File: config.mk
export PLATFORM = sky130hd
export DESIGN_NAME = dmux_rr_sched
export DESIGN_NICKNAME = d
export VERILOG_FILES = /design/src/rtl/dmux_rr_sched.sv
export SDC_FILE = /design/constraint.sdc
export NUM_CORES = 1
export LEC_CHECK = 0
export ABC_AREA = 1
export CAP_MARGIN = 20
export CORE_MARGIN = 2
export CORE_UTILIZATION = 25
export DETAILED_ROUTE_END_ITERATION = 10
export GPL_TIMING_DRIVEN = 0
export SYNTH_ARGS = -nofsm -noshare
export SYNTH_HDL_FRONTEND = slang
export SYNTH_SLANG_ARGS = --single-unit
File: constraint.sdc
create_clock -name clk -period 1.4 [get_ports clk]
set_input_delay 0.14 -clock clk [delete_from_list [all_inputs] [get_ports clk]]
set_output_delay 0.14 -clock clk [all_outputs]
set_load 0.02 [all_outputs]
File: src/rtl/dmux_rr_sched.sv
// dmux_rr_sched
//   Packet-level round-robin scheduler for a 1x4 demultiplexer. Each whole
//   packet from a single valid/ready source is steered to one of four sinks.
//   Destinations whose dest_en bit is clear are skipped. One registered
//   output stage is shared by all four ports.
//
// Ports
//   clk, rst_n              clock, synchronous active-low reset
//   in_valid/in_data/in_last/in_ready   source beat handshake
//   dest_en[3:0]            per-destination enable, sampled only at packet pick
//   out_valid[3:0]          one-hot valid toward the selected sink
//   out_data, out_last      registered beat data and last flag (shared)
//   out_ready[3:0]          per-destination ready (only the selected one is used)
//   s1, s0                  demux select, stable for the whole packet
//   pkt_done                1-cycle pulse when the last beat leaves the output stage
//   pkt_port, pkt_len       destination and beat count of the completed packet
module dmux_rr_sched #(
  parameter int W     = 8,
  parameter int LEN_W = 8
) (
  input  logic             clk,
  input  logic             rst_n,
  input  logic             in_valid,
  input  logic [W-1:0]     in_data,
  input  logic             in_last,
  output logic             in_ready,
  input  logic [3:0]       dest_en,
  output logic [3:0]       out_valid,
  output logic [W-1:0]     out_data,
  output logic             out_last,
  input  logic [3:0]       out_ready,
  output logic             s1,
  output logic             s0,
  output logic             pkt_done,
  output logic [1:0]       pkt_port,
  output logic [LEN_W-1:0] pkt_len
);

  typedef enum logic [1:0] {IDLE, BUSY, DRAIN} state_t;

  state_t           state;
  logic [1:0]       sel;
  logic [1:0]       last_sel;
  logic             out_vld;
  logic [LEN_W-1:0] beat_cnt;
  logic             sel_ready;
  logic             drain_fire;
  logic             accept;

  // First enabled port after the previous winner, wrapping back to it last.
  function automatic logic [1:0] rr_pick(input logic [1:0] last, input logic [3:0] en);
    logic [1:0] idx;
    logic       found;
    rr_pick = last;
    found   = 1'b0;
    for (int i = 1; i <= 4; i++) begin
      idx = last + 2'(i);
      if (!found && en[idx]) begin
        rr_pick = idx;
        found   = 1'b1;
      end
    end
  endfunction

  function automatic logic [LEN_W-1:0] sat_inc(input logic [LEN_W-1:0] c);
    sat_inc = (&c) ? c : c + LEN_W'(1);
  endfunction

  assign sel_ready  = out_ready[sel];
  assign drain_fire = out_vld & sel_ready;
  // Single output register: a new beat may enter when the slot is empty or
  // is being emptied this cycle.
  assign in_ready   = (state == BUSY) & (~out_vld | sel_ready);
  assign accept     = in_valid & in_ready;

  assign out_valid  = {4{out_vld}} & (4'b0001 << sel);
  assign s1         = sel[1];
  assign s0         = sel[0];

  always_ff @(posedge clk) begin
    if (!rst_n) begin
      state    <= IDLE;
      sel      <= 2'd0;
      last_sel <= 2'd3;
      out_vld  <= 1'b0;
      out_data <= '0;
      out_last <= 1'b0;
      pkt_done <= 1'b0;
      pkt_port <= 2'd0;
      pkt_len  <= '0;
      beat_cnt <= '0;
    end else begin
      pkt_done <= 1'b0;
      case (state)
        IDLE: begin
          if (in_valid && (|dest_en)) begin
            sel      <= rr_pick(last_sel, dest_en);
            last_sel <= rr_pick(last_sel, dest_en);
            beat_cnt <= '0;
            state    <= BUSY;
          end
        end
        BUSY: begin
          // output stage
          if (accept) begin
            out_data <= in_data;
            out_last <= in_last;
            out_vld  <= 1'b1;
            beat_cnt <= sat_inc(beat_cnt);
            if (in_last) state <= DRAIN;
          end else if (drain_fire) begin
            out_vld <= 1'b0;
          end
        end
        DRAIN: begin
          if (drain_fire) begin
            out_vld  <= 1'b0;
            pkt_done <= 1'b1;
            pkt_port <= sel;
            pkt_len  <= beat_cnt;
            state    <= IDLE;
          end
        end
        default: state <= IDLE;
      endcase
    end
  end

endmodule
==> flow_summary.ini <==
[status]
status = complete, but fails checks
failed_checks = negative setup slack

[global_routing]
antenna_found_initial = 0
grt_max_degree = 11
grt_usage_pct = 12.72
grt_pass1_vias = 1858
grt_overflow = 0
grt_pass1_wl_um = 8659

[critical_path]
r2r_setup_slack_ns = -0.03
setup.worst_path.end_class = flip-flop
regToRegEndpoint = beat_cnt[3]
slowest_stage = dfxtp_2
critPathArrivalTime_ns = 1.58
max_stage_delay_ns = 0.36
timing.critical_path.buf_inv = 1
crit_family = simple AND/OR/NAND/NOR gates
r2r_start = beat_cnt[0]
crit_start = beat_cnt[0]
criticalPathCategory = flip-flop to flip-flop
path_depth = 7
required_ns = 1.55
reg2reg_depth = 7
crit_end = beat_cnt[3]
cp-start-kind = flip-flop
path_cells = ha_4, nand3_4, nor3_4, a21oi_4, buf_12, nand4_1, a21oi_1
cp_max_fo = 5

[die]
initial_core_util_pct = 25.96
dieArea_um2 = 8285
fp.dieH_um = 91.02
std_cell_rows = 31
ios = 47
coreArea_um2 = 7292
die_x_um = 91.02

[power]
ir_worst_vdd_v = 0.0006341
leakage_uw = 0.001480
p_total_uw = 4932
powerDensity_nw_per_um2 = 1632

[layout]
n_antenna_cell = 0
areaGrowthSynthToFinish_pct = 59.62
final_cell_area_um2 = 3022
drive_above_1_share_pct = 32.65
nets = 368

[cts]
clock_path_buffers = 2
cts.sinks = 35
clk_pin_slew_ns = 0.07
numCtsBuffers = 5
clk_latency_ns = 0.29
cts-htree-levels = 2
cts-root-buf = clkbuf_8
cts_tree = built
cts_hold_buf = 0

[yosys]
syn_inst = 269
ys_warn_count = 0
yosysSeqAreaShare_pct = 37.01
synth_top_cell_by_area = dfxtp_1
synth_common_cells = nand2_1, dfxtp_1, a21oi_1, nor2_1, inv_1
synth_fp_nets = 294
ys_async_sr_fraction_pct = 0
syn_avg_cell_area_um2 = 7.037
yosysMostFrequentCell = nand2_1
synthDominantCellAreaShare_pct = 37.01
ys_ff_latch = 35
synth.distinct_cells = 32
syn_area_um2 = 1893
synthTopCellsByArea = dfxtp_1, nand2_1, a21oi_1
synth_top_flop_cell = dfxtp_1
synth_edf_count = 0

[routing]
wl_met2_um = 2653
drt_iter0_markers = 55
drc_errors = 0
wl_per_cell_um = 11.94
routed_wl_um = 5276
via_count = 1976
ant_nets = 0
wl_met3_um = 193
maxUsedRoutingLayer = met4
viasPerCell = 4.471
first_pass_iters = 6
drt-met1-wl_um = 2376

[placement]
place_area_um2 = 2495
dp_hpwl_um = 3532
gp_congestion = 0.7755
numPortBuffers = 46

[timing]
skew_ns = 0.002890
rsz0062_at_grt = yes
finalSetupViolations = 6
period_minus_slack_ns = 1.427
slew_viol_final = 0
fmax_mhz = 701.0
fin_crit_sh_pct = 101.9
worstMarginPinSlew_ns = 0.6137
max-slew-margin-rel_pct = 59.09
setup_ws_ns = -0.02655
hold_viol = 0

[job]
maxCapViolCount = 0

[hold_path]
hold_path_depth = 3
hold_path_class = input pin to flip-flop
worstHoldStart = in_data[2]
## worst min path at each step
| stage | end | slack [ns] |
|---|---|---|
| after global routing | out_data[2] | 0.38 |
| final | out_data[2] | 0.39 |
| after global placement | out_data[0] | 0.45 |
| after CTS | out_data[2] | 0.39 |
| after floorplan | out_vld | 0.28 |
| after detailed placement | out_data[4] | 0.46 |
## registers in the layout, summed over array words and instances (netlist names)
name / cells
beat_cnt: 8
out_data: 8
pkt_len: 8
last_sel: 2
pkt_port: 2
sel: 2
state: 2
out_last: 1
out_vld: 1
pkt_done: 1
## layout make-up
class                   count  area (µm²)
repair buffers             67       670.6
fillers                   774        4270
flip-flops and latches     35       718.2
clock buffers               6       82.58
clock inverters             1       5.005
well taps                  99       123.9
inverters                  25       121.4
plain buffers               8       72.57
multi-input cells         201        1227
## placed cells by master, fill, tap and decap left out, types with 4 or more instances in the layout
master           netlist  routed
a21oi_1               32      29
buf_4                  1      15
nand3_1                9       6
nand4_1                8       8
nand3_2                3       4
inv_2                  3       4
nor2_1                24      18
inv_4                  2       4
clkdlybuf4s50_1        0      21
buf_6                  4       8
clkbuf_8               0       6
nor2_2                 0       4
nand3_4                3       5
o21ai_0                9       8
inv_1                 19      14
nand2_2                4      20
dlygate4sd2_1          0       5
buf_2                  1       4
dfxtp_2                0       8
nand2_1               84      65
dlymetal6s2s_1         0      15
dfxtp_1               35      25
## cells by family after synthesis
family                   after synthesis  share of synthesized area [%]
AO/OA/AOI/OAI                         49                          14.21
XOR/XNOR                               3                          1.388
adder cells (fa/ha/maj)                5                          3.305
buffers and inverters                 33                          8.658
flip-flops                            35                          37.01
AND/OR/NAND/NOR                      144                          35.43
## routing by layer
| metal | vias to the layer above | track usage, % |
|---|---|---|
| li1 | 1023 | - |
| met1 | 921 | 15.61 |
| met2 | 26 | 21.42 |
| met3 | 6 | 3.983 |
| met4 | 0 | 3.535 |
| met5 | - | 0 |
## worst min-delay path, cell delays in order
cell             delay, ns
clkdlybuf4s50_1       0.39
nand2_1               0.06
a21oi_1               0.05
## report_power, final
part | internal, µW | leakage, µW | switching, µW | total, µW
Combinational | 1230 | 0.00115 | 1600 | 2830
Clock | 386 | 0.0000470 | 368 | 754
Sequential | 1180 | 0.000287 | 168 | 1350
Total | 2800 | 0.00148 | 2130 | 4930
## per-stage QoR
step                      worst slack (ns)  cells  util [%]  hold WS [ns]  TNS [ns]
final                             -0.02655    442     41.44        0.3915  -0.09043
after global routing              -0.08970    442     41.44        0.3840    -1.784
after CTS                         -0.04692    432     38.04        0.3865  -0.05762
after detailed placement           -0.3826    414     34.21        0.4589    -6.955
after global placement             -0.3833    414     34.21        0.4512    -6.400
after floorplan                    0.01794    269         -        0.2783         0
## timing repair
| action | 4_1_cts | 5_1_grt |
|---|---|---|
| pin swaps | 12 | 19 |
| buffers inserted | 11 | 8 |
| hold endpoints to repair | 0 | 0 |
| gates resized for setup | 55 | 66 |
| endpoints found under the setup margin | 30 | 53 |
| cloned | 0 | 2 |
(Power assumes the default switching activity.)
